## src/rtl/rvfi_commit_serializer.sv

```systemverilog
// Serializes multi-port RVFI commit records into a single stamped valid/ready stream.
// Optional: define RVFI_SERIALIZER_ECALL_HALT_EN to halt the stream after an ecall retires.

package rvfi_pkg;
    typedef struct packed {
        logic        valid;
        logic        trap;
        logic        intr;
        logic [31:0] insn;
        logic [31:0] pc_rdata;
        logic [31:0] pc_wdata;
        logic [4:0]  rd_addr;
        logic [31:0] rd_wdata;
    } rvfi_instr_t;
endpackage

module rvfi_commit_serializer #(
    parameter int unsigned NR_COMMIT_PORTS = 2,
    parameter int unsigned DEPTH           = 8
) (
    input  logic                                         clk_i,
    input  logic                                         rst_i,
    input  rvfi_pkg::rvfi_instr_t [NR_COMMIT_PORTS-1:0]  rvfi_i,
    output logic                                         stall_o,
    output rvfi_pkg::rvfi_instr_t                        rvfi_o,
    output logic [63:0]                                  order_o,
    output logic                                         rvfi_valid_o,
    input  logic                                         rvfi_ready_i,
    output logic [63:0]                                  retired_cnt_o,
    output logic                                         overflow_o,
    output logic                                         halt_o
);

    localparam int unsigned PW = (DEPTH > 1) ? $clog2(DEPTH) : 1;
    localparam int unsigned CW = $clog2(DEPTH) + 1;
    localparam logic [CW-1:0] DEPTH_C = CW'(DEPTH);
    localparam logic [CW-1:0] NR_C    = CW'(NR_COMMIT_PORTS);

    rvfi_pkg::rvfi_instr_t mem_q    [DEPTH];
    logic [63:0]           ordMem_q [DEPTH];

    logic [PW-1:0] wrPtr_q, wrPtr_d, rdPtr_q, rdPtr_d;
    logic [CW-1:0] count_q, count_d;
    logic [63:0]   order_q, order_d;
    logic [63:0]   retired_q, retired_d;
    logic          overflow_q, overflow_d;

    logic                         halt;
    logic                         pop;
    logic [CW-1:0]                capacity;
    logic [CW-1:0]                accCnt;
    logic                         dropAny;
    logic [NR_COMMIT_PORTS-1:0]   wrEn;
    logic [PW-1:0]                wrAddr  [NR_COMMIT_PORTS];
    logic [63:0]                  wrOrder [NR_COMMIT_PORTS];
    rvfi_pkg::rvfi_instr_t        headRec;

    assign headRec      = mem_q[rdPtr_q];
    assign rvfi_valid_o = (count_q != '0) && !halt;
    assign pop          = rvfi_valid_o && rvfi_ready_i;
    assign rvfi_o       = rvfi_valid_o ? headRec : '0;
    assign order_o      = rvfi_valid_o ? ordMem_q[rdPtr_q] : 64'd0;
    assign stall_o      = !halt && ((DEPTH_C - count_q) < NR_C);
    assign capacity     = DEPTH_C - count_q + {{(CW-1){1'b0}}, pop};

    // Compact live slots in port order; only valid records consume a stamp,
    // trap-only records borrow the stamp the next valid record will get.
    always_comb begin
        accCnt  = '0;
        order_d = order_q;
        dropAny = 1'b0;
        wrEn    = '0;
        for (int p = 0; p < NR_COMMIT_PORTS; p++) begin
            wrAddr[p]  = wrPtr_q + accCnt[PW-1:0];
            wrOrder[p] = order_d;
            if ((rvfi_i[p].valid || rvfi_i[p].trap) && !halt) begin
                if (accCnt < capacity) begin
                    wrEn[p] = 1'b1;
                    accCnt  = accCnt + CW'(1);
                    if (rvfi_i[p].valid) begin
                        order_d = order_d + 64'd1;
                    end
                end else begin
                    dropAny = 1'b1;
                end
            end
        end
    end

    always_comb begin
        wrPtr_d    = wrPtr_q + accCnt[PW-1:0];
        rdPtr_d    = rdPtr_q + {{(PW-1){1'b0}}, pop};
        count_d    = count_q + accCnt - {{(CW-1){1'b0}}, pop};
        retired_d  = retired_q + {63'd0, pop && headRec.valid};
        overflow_d = overflow_q || dropAny;
    end

    always_ff @(posedge clk_i or posedge rst_i) begin
        if (rst_i) begin
            wrPtr_q    <= '0;
            rdPtr_q    <= '0;
            count_q    <= '0;
            order_q    <= 64'd0;
            retired_q  <= 64'd0;
            overflow_q <= 1'b0;
        end else begin
            wrPtr_q    <= wrPtr_d;
            rdPtr_q    <= rdPtr_d;
            count_q    <= count_d;
            order_q    <= order_d;
            retired_q  <= retired_d;
            overflow_q <= overflow_d;
        end
    end

    // Storage needs no reset: the head is masked whenever the FIFO is empty.
    always_ff @(posedge clk_i) begin
        for (int p = 0; p < NR_COMMIT_PORTS; p++) begin
            if (wrEn[p]) begin
                mem_q[wrAddr[p]]    <= rvfi_i[p];
                ordMem_q[wrAddr[p]] <= wrOrder[p];
            end
        end
    end

`ifdef RVFI_SERIALIZER_ECALL_HALT_EN
    logic halt_q;

    always_ff @(posedge clk_i or posedge rst_i) begin
        if (rst_i) begin
            halt_q <= 1'b0;
        end else if (pop && headRec.valid && (headRec.insn == 32'h0000_0073)) begin
            halt_q <= 1'b1;
        end
    end

    assign halt = halt_q;
`else
    assign halt = 1'b0;
`endif

    assign halt_o        = halt;
    assign retired_cnt_o = retired_q;
    assign overflow_o    = overflow_q;

endmodule

```

## config.mk

```make
export PLATFORM = sky130hd
export DESIGN_NAME = rvfi_commit_serializer
export DESIGN_NICKNAME = d
export VERILOG_FILES = /design/src/rtl/rvfi_commit_serializer.sv
export SDC_FILE = /design/constraint.sdc
export NUM_CORES = 2
export LEC_CHECK = 0
export ABC_AREA = 0
export ABC_CLOCK_PERIOD_IN_PS = 30900
export BUFFER_PORTS_ARGS = -buffer_cell sky130_fd_sc_hd__buf_2
export CAP_MARGIN = 20
export CORE_MARGIN = 3
export CORE_UTILIZATION = 62
export DETAILED_ROUTE_END_ITERATION = 6
export PLACE_DENSITY = 0.81
export SLEW_MARGIN = 25
export SYNTH_ARGS = -nofsm -noshare
export SYNTH_HDL_FRONTEND = slang
export SYNTH_SLANG_ARGS = --single-unit
```

## constraint.sdc

```tcl
create_clock -name clk_i -period 30.9 [get_ports clk_i]
set_input_delay 6.18 -clock clk_i [delete_from_list [all_inputs] [get_ports clk_i]]
set_output_delay 6.18 -clock clk_i [all_outputs]
set_load 0.05 [all_outputs]
```

==> flow_metrics.tcl <==
set metrics [dict create \
    root_buffer "clkbuf_16" \
    syn_area_um2 90850 \
    met2_wirelength_um 128300 \
    wirelength_um 274300 \
    hold_viol 0 \
    clkSinkCount 1739 \
    cts_setup_buffers 0 \
    nFillCells 9899 \
    final-setup-viol-count 0 \
    drc 0 \
    synth_edf_count 1600 \
    grt_pass1_vias 67840 \
    ys_seq_elements 1739 \
    fp.dieW_um 388.8 \
    worstReg2RegEnd "mem_q[6][86]" \
    period_minus_slack_ns 13.21 \
    io_pins 543 \
    synth_top_area_share_pct 52.89 \
    start_util_pct 62.86 \
    cts_resized 0 \
    dpl.hpwl_um 151700 \
    crit_fanout 57 \
    crit_required_ns 31.33 \
    slew_headroom_pct 20.34 \
    status "completed" \
    gp_congestion 0.9348 \
    synthTopCellsByCount "nand2_1, edfxtp_1, clkbuf_1, nor2_1, mux4_2" \
    wl_per_cell_um 25.76 \
    crit_start "rvfi_ready_i" \
    track_usage_pct 35.91 \
    utilization_pct 68.70 \
    syn_to_final_growth_pct 9.292 \
    dr.max_layer_used "met5" \
    setup_ws_ns 17.69 \
    tightestPinTransition_ns 1.195 \
    synth_flop_cell "edfxtp_1" \
    grt_max_degree 166 \
    yosysMostFrequentCell "nand2_1" \
    drive_gt1_share_pct 15.73 \
    crit_end "mem_q[6][86]" \
    dieArea_um2 151200 \
    synthArstFlopShare_pct 7.993 \
    first_pass_iters 6 \
    dpl_worst_slack_ns 17.19 \
    maxSlewViolCount 0 \
    fmax_mhz 75.71 \
    vias_per_cell 6.387 \
    core_area_um2 144500 \
    fin_crit_sh_pct 42.75 \
    synthTopCellsByArea "edfxtp_1, nand2_1, mux4_2, dfrtp_1, xnor2_1" \
    end_kind "flip-flop" \
    crit_path_start_kind "input pin" \
    cts_hold_buf 0 \
    synth.distinct_cells 84 \
    regArea_um2 51540 \
    clock_skew_ns 0.02791 \
    fin_nets 8813 \
    cap_violations 0 \
    die_height_um 388.8 \
    arrival_ns 13.64 \
    wl_met1_um 92210 \
    tns_ns 0 \
    reg2reg_depth 18 \
    htree_levels 4 \
    num_rows 139 \
    clk_latency_ns 0.84 \
    synthesis.nets 8850 \
    syn_inst 8554 \
    port_buffers 541 \
    cts_buffers 179 \
    multiInputGateArea_um2 35770 \
    r2r_slack_ns 21.51 \
    path_clk_slew_ns 0.06 \
    seq_area_frac_synth_pct 56.72 \
    rr_startpoint "count_q[0]" \
    grt_pass1_wl_um 410500 \
    ant_nets 0 \
    min_path_type "flip-flop to flip-flop" \
    rsz0062_at_grt "no" \
    clock_path_buffers 3 \
    vias 68010 \
    grt-ovfl-total 0 \
    drt_iter0_drc 9483 \
    synth_area_per_cell_um2 10.62 \
    tritoncts "built" \
    wl_met3_um 38610 \
    antenna_found_initial 80 \
    yosys_warnings 0 \
    timing_worst_setup_path_type "input pin to flip-flop" \
    yosysTopAreaCell "edfxtp_1" \
]
critical path, cell delays in order:
cell	delay, ns
buf_2	0.09
and2_1	0.41
ha_1	0.32
ha_1	0.19
xnor3_1	0.37
or3_1	0.41
o21ai_1	0.76
inv_1	0.46
ha_1	0.34
ha_1	0.21
xor2_1	0.60
nand3_4	0.95
o31ai_4	0.45
buf_4	0.81
buf_4	0.92
how the worst min path moves through the flow:
stage,startpoint,cells past startpoint,to
floorplan,rdPtr_q[0],1,rdPtr_q[0]
global placement,retired_cnt_o[63],1,retired_cnt_o[63]
detailed placement,retired_cnt_o[63],1,retired_cnt_o[63]
CTS,retired_cnt_o[63],1,retired_cnt_o[63]
global route,retired_cnt_o[63],1,retired_cnt_o[63]
finish,retired_cnt_o[63],1,retired_cnt_o[63]
state kept, by name, indices dropped and copies added (netlist names):
register / cells
rdPtr_q: 3
wrPtr_q: 3
ordMem_q: 512
mem_q: 1088
count_q: 4
retired_cnt_o: 64
order_q: 64
overflow_o: 1
metrics by stage:
stage / cell area (um2) / std cells / hold WS, ns
finish: 99290 / 10650 / 0.4625
global route: 99190 / 10610 / 0.5023
CTS: 98890 / 10560 / 0.4641
detailed placement: 93370 / 10240 / 0.4522
global placement: 93220 / 10230 / 0.4499
floorplan: 90850 / 8554 / 0.4766
cell usage in the layout, fill, tap and decap left out, drive strengths merged, types with 30 or more instances in the layout:
cell type	netlist	layout
mux2i	202	202
a21oi	54	54
nand2	3659	3659
diode	0	86
and3	30	30
clkinv	0	68
buf	322	637
nand3	79	79
inv	34	44
edfxtp	1600	1600
clkbuf	533	237
xor2	196	196
xnor2	320	320
dfrtp	139	139
nor3	57	57
nand4	48	48
o21ai	162	162
nor2	482	482
mux4	400	400
cells by family (layout without fill, tap and decap cells):
logic type,Yosys count,count (layout),share of synthesized area [%]
compound gates,306,306,2.096
xor+xnor,517,517,4.999
fa+ha+maj,21,21,0.3058
buf+inv,889,994,4.292
flops,1739,1739,56.72
mux,602,602,12.14
other cells,1,87,0.004128
simple gates,4479,4479,19.45
area by class of cell:
type | count | area share [%]
clock inverter | 86 | 0.6477
clock buffer | 237 | 4.907
sequential | 1739 | 51.90
tap | 1903 | 2.398
antenna | 86 | 0.2167
inverter | 34 | 0.1336
timing repair buffer | 637 | 3.762
multi-input combinational | 5926 | 36.03
layer usage:
layer | up-vias | track usage (%)
li1 | 28950 | -
met1 | 32630 | 46.54
met2 | 5418 | 56.68
met3 | 990 | 8.936
met4 | 28 | 18.60
met5 | - | 0
Power is left out: the tool's default activity adds up to more than one toggle a clock period on the data nets, which glitch-free logic cannot reach.
